### src/rtl/splitter_valve_seq.sv
// splitter_valve_seq: ratio-based droplet splitter sequencing two outlet valves through open and settle windows.
module splitter_valve_seq #(
    parameter int OPEN_CYCLES   = 4,
    parameter int SETTLE_CYCLES = 2,
    parameter int RATIO_W       = 4,
    parameter int CNT_W         = 8
) (
    input  logic               clk,
    input  logic               rst_n,
    input  logic               in_valid,
    output logic               in_ready,
    input  logic [RATIO_W-1:0] split_a,
    input  logic [RATIO_W-1:0] split_b,
    input  logic               ds_ready_a,
    input  logic               ds_ready_b,
    output logic               valve_a,
    output logic               valve_b,
    output logic               busy,
    input  logic               clr_cnt,
    output logic [CNT_W-1:0]   cnt_a,
    output logic [CNT_W-1:0]   cnt_b
);
    localparam logic [1:0] S_IDLE   = 2'd0;
    localparam logic [1:0] S_WAIT   = 2'd1;
    localparam logic [1:0] S_OPEN   = 2'd2;
    localparam logic [1:0] S_SETTLE = 2'd3;
    logic [1:0]         r_state;
    logic               r_run;
    logic               r_phase;
    logic               r_tgt;
    logic               r_valve_a;
    logic               r_valve_b;
    logic [RATIO_W-1:0] r_pcnt;
    logic [7:0]         r_tmr;
    logic [CNT_W-1:0]   r_cnt_a;
    logic [CNT_W-1:0]   r_cnt_b;
    logic               w_acc;
    logic               w_tgt;
    logic               w_wrap;
    logic               w_sel;
    logic               w_rdy;
    logic               w_open;
    logic               w_done;
    logic [RATIO_W-1:0] w_cur;
    logic [RATIO_W-1:0] w_oth;
    logic [RATIO_W-1:0] w_rat;
    logic [RATIO_W:0]   w_pinc;
    assign in_ready = r_run && r_state == S_IDLE;
    assign busy     = r_state != S_IDLE;
    assign valve_a  = r_valve_a;
    assign valve_b  = r_valve_b;
    assign cnt_a    = r_cnt_a;
    assign cnt_b    = r_cnt_b;
    always_comb begin
        w_acc  = in_valid && in_ready;
        w_cur  = r_phase ? split_b : split_a;
        w_oth  = r_phase ? split_a : split_b;
        // An empty phase hands over to the other outlet; with both ratios zero the phase simply alternates
        w_tgt  = (w_cur == '0 && w_oth != '0) ? ~r_phase : r_phase;
        w_rat  = w_tgt ? split_b : split_a;
        w_pinc = {1'b0, r_pcnt} + (RATIO_W+1)'(1);
        w_wrap = w_pinc >= {1'b0, w_rat};
        w_sel  = r_state == S_WAIT ? r_tgt : w_tgt;
        w_rdy  = w_sel ? ds_ready_b : ds_ready_a;
        w_open = w_rdy && ((r_state == S_IDLE && w_acc) || r_state == S_WAIT);
        w_done = r_tmr == '0;
    end
    always_ff @(posedge clk or negedge rst_n) begin
        if (!rst_n) begin
            r_state   <= S_IDLE;
            r_run     <= 1'b0;
            r_phase   <= 1'b0;
            r_tgt     <= 1'b0;
            r_pcnt    <= '0;
            r_tmr     <= '0;
            r_valve_a <= 1'b0;
            r_valve_b <= 1'b0;
            r_cnt_a   <= '0;
            r_cnt_b   <= '0;
        end else begin
            r_run <= 1'b1;
            if (w_acc) begin
                r_tgt   <= w_tgt;
                r_phase <= w_wrap ? ~w_tgt : w_tgt;
                r_pcnt  <= w_wrap ? '0 : w_pinc[RATIO_W-1:0];
            end
            r_valve_a <= w_open ? ~w_sel : (r_state == S_OPEN && !w_done && r_valve_a);
            r_valve_b <= w_open ? w_sel : (r_state == S_OPEN && !w_done && r_valve_b);
            r_cnt_a   <= clr_cnt ? '0 : r_cnt_a + CNT_W'(w_open && !w_sel);
            r_cnt_b   <= clr_cnt ? '0 : r_cnt_b + CNT_W'(w_open && w_sel);
            r_tmr     <= w_open ? 8'(OPEN_CYCLES - 1) :
                         (r_state == S_OPEN && w_done) ? 8'(SETTLE_CYCLES - 1) :
                         (w_done || r_state == S_IDLE || r_state == S_WAIT) ? r_tmr : r_tmr - 8'd1;
            case (r_state)
                S_IDLE:  if (w_acc) r_state <= w_open ? S_OPEN : S_WAIT;
                S_WAIT:  if (w_open) r_state <= S_OPEN;
                S_OPEN:  if (w_done) r_state <= SETTLE_CYCLES == 0 ? S_IDLE : S_SETTLE;
                default: if (w_done) r_state <= S_IDLE;
            endcase
        end
    end
endmodule
### config.mk
export PLATFORM = sky130hd
export DESIGN_NAME = splitter_valve_seq
export DESIGN_NICKNAME = d
export VERILOG_FILES = /design/src/rtl/splitter_valve_seq.sv
export SDC_FILE = /design/constraint.sdc
export NUM_CORES = 1
export LEC_CHECK = 0
export ABC_AREA = 1
export CAP_MARGIN = 20
export CELL_PAD_IN_SITES_DETAIL_PLACEMENT = 1
export CELL_PAD_IN_SITES_GLOBAL_PLACEMENT = 1
export CORE_UTILIZATION = 28
export DETAILED_ROUTE_END_ITERATION = 6
export HOLD_SLACK_MARGIN = 0.02
export PLACE_DENSITY = 0.67
export SETUP_SLACK_MARGIN = 0.4
export SYNTH_ARGS = -nofsm -noshare
export SYNTH_HDL_FRONTEND = slang
export SYNTH_SLANG_ARGS = --single-unit
### constraint.sdc
create_clock -name clk -period 4.2 [get_ports clk]
set_input_delay 1.05 -clock clk [delete_from_list [all_inputs] [get_ports clk]]
set_output_delay 1.05 -clock clk [all_outputs]
set_load 0.02 [all_outputs]
==> results by group <==
Status
  • Status: completed

Route
  • Vias: 1715
  • Drt wl/cell: 12.2 um
  • DRC viols: 0
  • Drt pass-1 iters: 4
  • Routed Wire Length: 4670 um
  • Antenna-violating nets left: 0
  • Vias/cell: 4.49
  • DRT iter0 DRCs: 42

CTS
  • Setup Fix Bufs, Post-CTS: 0
  • CTS tree: yes
  • Worst-case clock buffer depth: 2
  • Post-CTS resize count: 0
  • Root Driver: clkbuf_8
  • Htree depth: 2
  • Cts hold-fix bufs: 0
  • Worst skew pair latency: 0.28 ns
  • Worst-path clk slew: 0.07 ns
  • CTS buffer count: 5
  • CTS Sinks: 35

Die
  • Core area: 0.00691 mm2
  • Die footprint: 0.00759 mm2
  • Starting Density: 0.294
  • Die width: 87.1 um
  • Row cnt: 30
  • Chip height: 87.1 um
  • IO Count: 34

Layout
  • Antenna diodes: 0
  • Share of layout cells above drive strength 1: 0.0699
  • Fillers: 867
  • Fin nets: 314
  • Area delta synth->final: 26.2%

GRT
  • Grt ovf: 0
  • Largest net degree at the start of global routing: 36
  • Number of global-route vias before repair: 1881
  • Global-route wire length before repair: 8400 um
  • Initial antenna violation count: 0
  • GRT Util Overall: 0.142

Yosys
  • Largest cells by area after synthesis: dfrtp_1 43%, ha_1 9.3%, nand2_1 8.5%
  • Post-synthesis compound-gate area fraction: 0.0740
  • Mux share of post-synthesis cell area: 0
  • Number of synthesis warnings: 0
  • Post-synth EDFFs: 0
  • Top cells by count, synth: 46 x nand2_1, 36 x inv_1, 35 x dfrtp_1, 35 x nor2_1, 15 x ha_1
  • Top_reg_cell synth: dfrtp_1
  • Largest family of logic cells by synthesized area: simple AND/OR/NAND/NOR gates
  • Count leader, synth: nand2_1
  • Sequential element share of the synthesized area: 0.432
  • Leading area contributor after synthesis: dfrtp_1
  • Syn avg cell area: 8.24 um2
  • Xor/xnor share of the synthesized area: 0.0389
  • Ys async rst share: 1.00
  • Flops & latches, synth: 35
  • Cells after Synth: 246
  • Post-synthesis adder-cell area fraction: 0.0925
  • Net count after synthesis: 275
  • Post-Synthesis Cell Area: 0.00203 mm2
  • Post-Synth Simple-Gate Area: 0.291
  • Post-synth cell types: 27
  • Yosys top cell area share: 0.432

Timing
  • Final Max Tran Viols: 0
  • Setup TNS: 0 ns
  • RSZ-0062 raised after global routing: no
  • Crit share post-route: 0.784
  • FMAX: 304 MHz
  • Min cycle time layout: 3.29 ns
  • Final Skew: 0.00655 ns
  • Final setup vio count: 0
  • Worst slew pin tran: 0.626 ns
  • Fin. Hold Viols: 0
  • Slew headroom: 0.581

Critical path
  • Crit-path max FO: 10
  • Element type at the critical path start: primary input
  • Critical Path AT: 3.43 ns
  • Crit Path Class: primary input to flip-flop
  • CP Launch Point: split_a[0]
  • Setup crit end kind: flip-flop
  • FF-to-FF Start: r_state[1]
  • CP required: 4.33 ns

Place
  • GPL Wtd Cong: 0.758
  • DP HPWL: 3700 um
  • Port Buffers: 33

Power
  • Clock power share: 0.170
  • Int Power: 0.790 mW
  • PwrDens: 540 mW/mm2
  • Leakage: 1.21 nW
  • Sw Pwr: 0.592 mW
  • Switching Share: 0.428
  • Sequential share of power: 0.349
  • Total chip power: 1.38 mW
  • Comb pwr share: 0.481
  • VDD IR max: 0.181 mV

Hold path
  • HP Start: r_tgt
  • Worst min path class: flip-flop to flip-flop

Job
  • Number of max-cap violations: 0
[power groups by stage]
stage / Clock, mW / Combinational (mW) / Sequential, mW
3_5_place_dp: 0 / 0.681 / 0.491
2_1_floorplan: 0 / 0.471 / 0.489
6_report: 0.235 / 0.664 / 0.483
3_3_place_gp: 0 / 0.660 / 0.488
4_1_cts: 0.245 / 0.687 / 0.485
5_1_grt: 0.260 / 0.774 / 0.498
[path summary, 6_finish.rpt]
kind | endpoint | slack, ns | depth (start not counted)
min reg2reg | r_tgt | 0.50 | 1
max | cnt_a[6] | 0.91 | 15
max in group asynchronous | r_tgt | 2.70 | 2
max reg2reg | cnt_a[6] | 1.49 | 14
min | r_tgt | 0.50 | 1
min in group asynchronous | cnt_a[3] | 1.17 | 2
[cell type report]
cell class,instances,area (um2),share of cell area
multi-input combinational,173,1010,0.394
clock inverter,1,5.00,0.00196
sequential,35,876,0.342
timing repair buffer,34,338,0.132
inverter,36,135,0.0528
clock buffer,7,76.3,0.0298
tap,96,120,0.0469
[metrics by stage]
stage / cell area, um2 / util / cells / setup WS, ns / hold WS, ns
floorplan: 2030 / - / 246 / 1.47 / 0.464
global placement: 2480 / 0.359 / 374 / 0.745 / 0.478
detailed placement: 2480 / 0.359 / 374 / 0.570 / 0.488
CTS: 2560 / 0.371 / 382 / 0.861 / 0.506
global route: 2560 / 0.371 / 382 / 0.671 / 0.517
finish: 2560 / 0.371 / 382 / 0.908 / 0.501
[cell families (layout without fill, tap and decap cells)]
logic type / Yosys count / count (layout)
AND/OR/NAND/NOR: 123 / 123
buffers and inverters: 38 / 78
flip-flops: 35 / 35
AO/OA/AOI/OAI: 25 / 25
adder cells (fa/ha/maj): 15 / 15
XOR/XNOR: 9 / 9
other: 1 / 1
[metal layers]
metal,global-route usage,wire (um)
met5,0,0
met4,0.0358,40
met3,0.0284,94
met2,0.246,2340
met1,0.181,2200
[state kept, by name, indices dropped and copies added, names as in the netlist]
register,flops
cnt_a,8
r_tgt,1
r_pcnt,4
valve_b,1
cnt_b,8
valve_a,1
r_phase,1
r_state,2
r_run,1
r_tmr,8
[cells in the final DEF, fill, tap and decap left out, types with 2 or more instances in the layout]
cell / instances
nand2_2: 4
clkdlybuf4s50_1: 33
xnor2_1: 4
ha_1: 15
nand3_2: 2
o21a_1: 3
nor2_2: 2
clkbuf_1: 2
nand2_1: 46
inv_1: 36
nor3b_1: 8
a21oi_1: 5
clkbuf_8: 5
nor2_1: 35
nand4_1: 4
dfrtp_1: 35
o21ai_0: 11
xor2_1: 5
nand3_1: 14
nand3_4: 2
nor3_1: 5
[critical path: stages]
cell	delay, ns
clkdlybuf4s50_1	0.43
nor2_1	0.16
nand2_1	0.08
nand2_1	0.11
nand3_2	0.11
nand3_1	0.17
nand3_4	0.15
nor2_1	0.13
ha_1	0.20
ha_1	0.18
nand2_1	0.09
nor3_1	0.27
nand2_1	0.09
nor2_1	0.13
nor3_1	0.08
(Power assumes the default switching activity.)
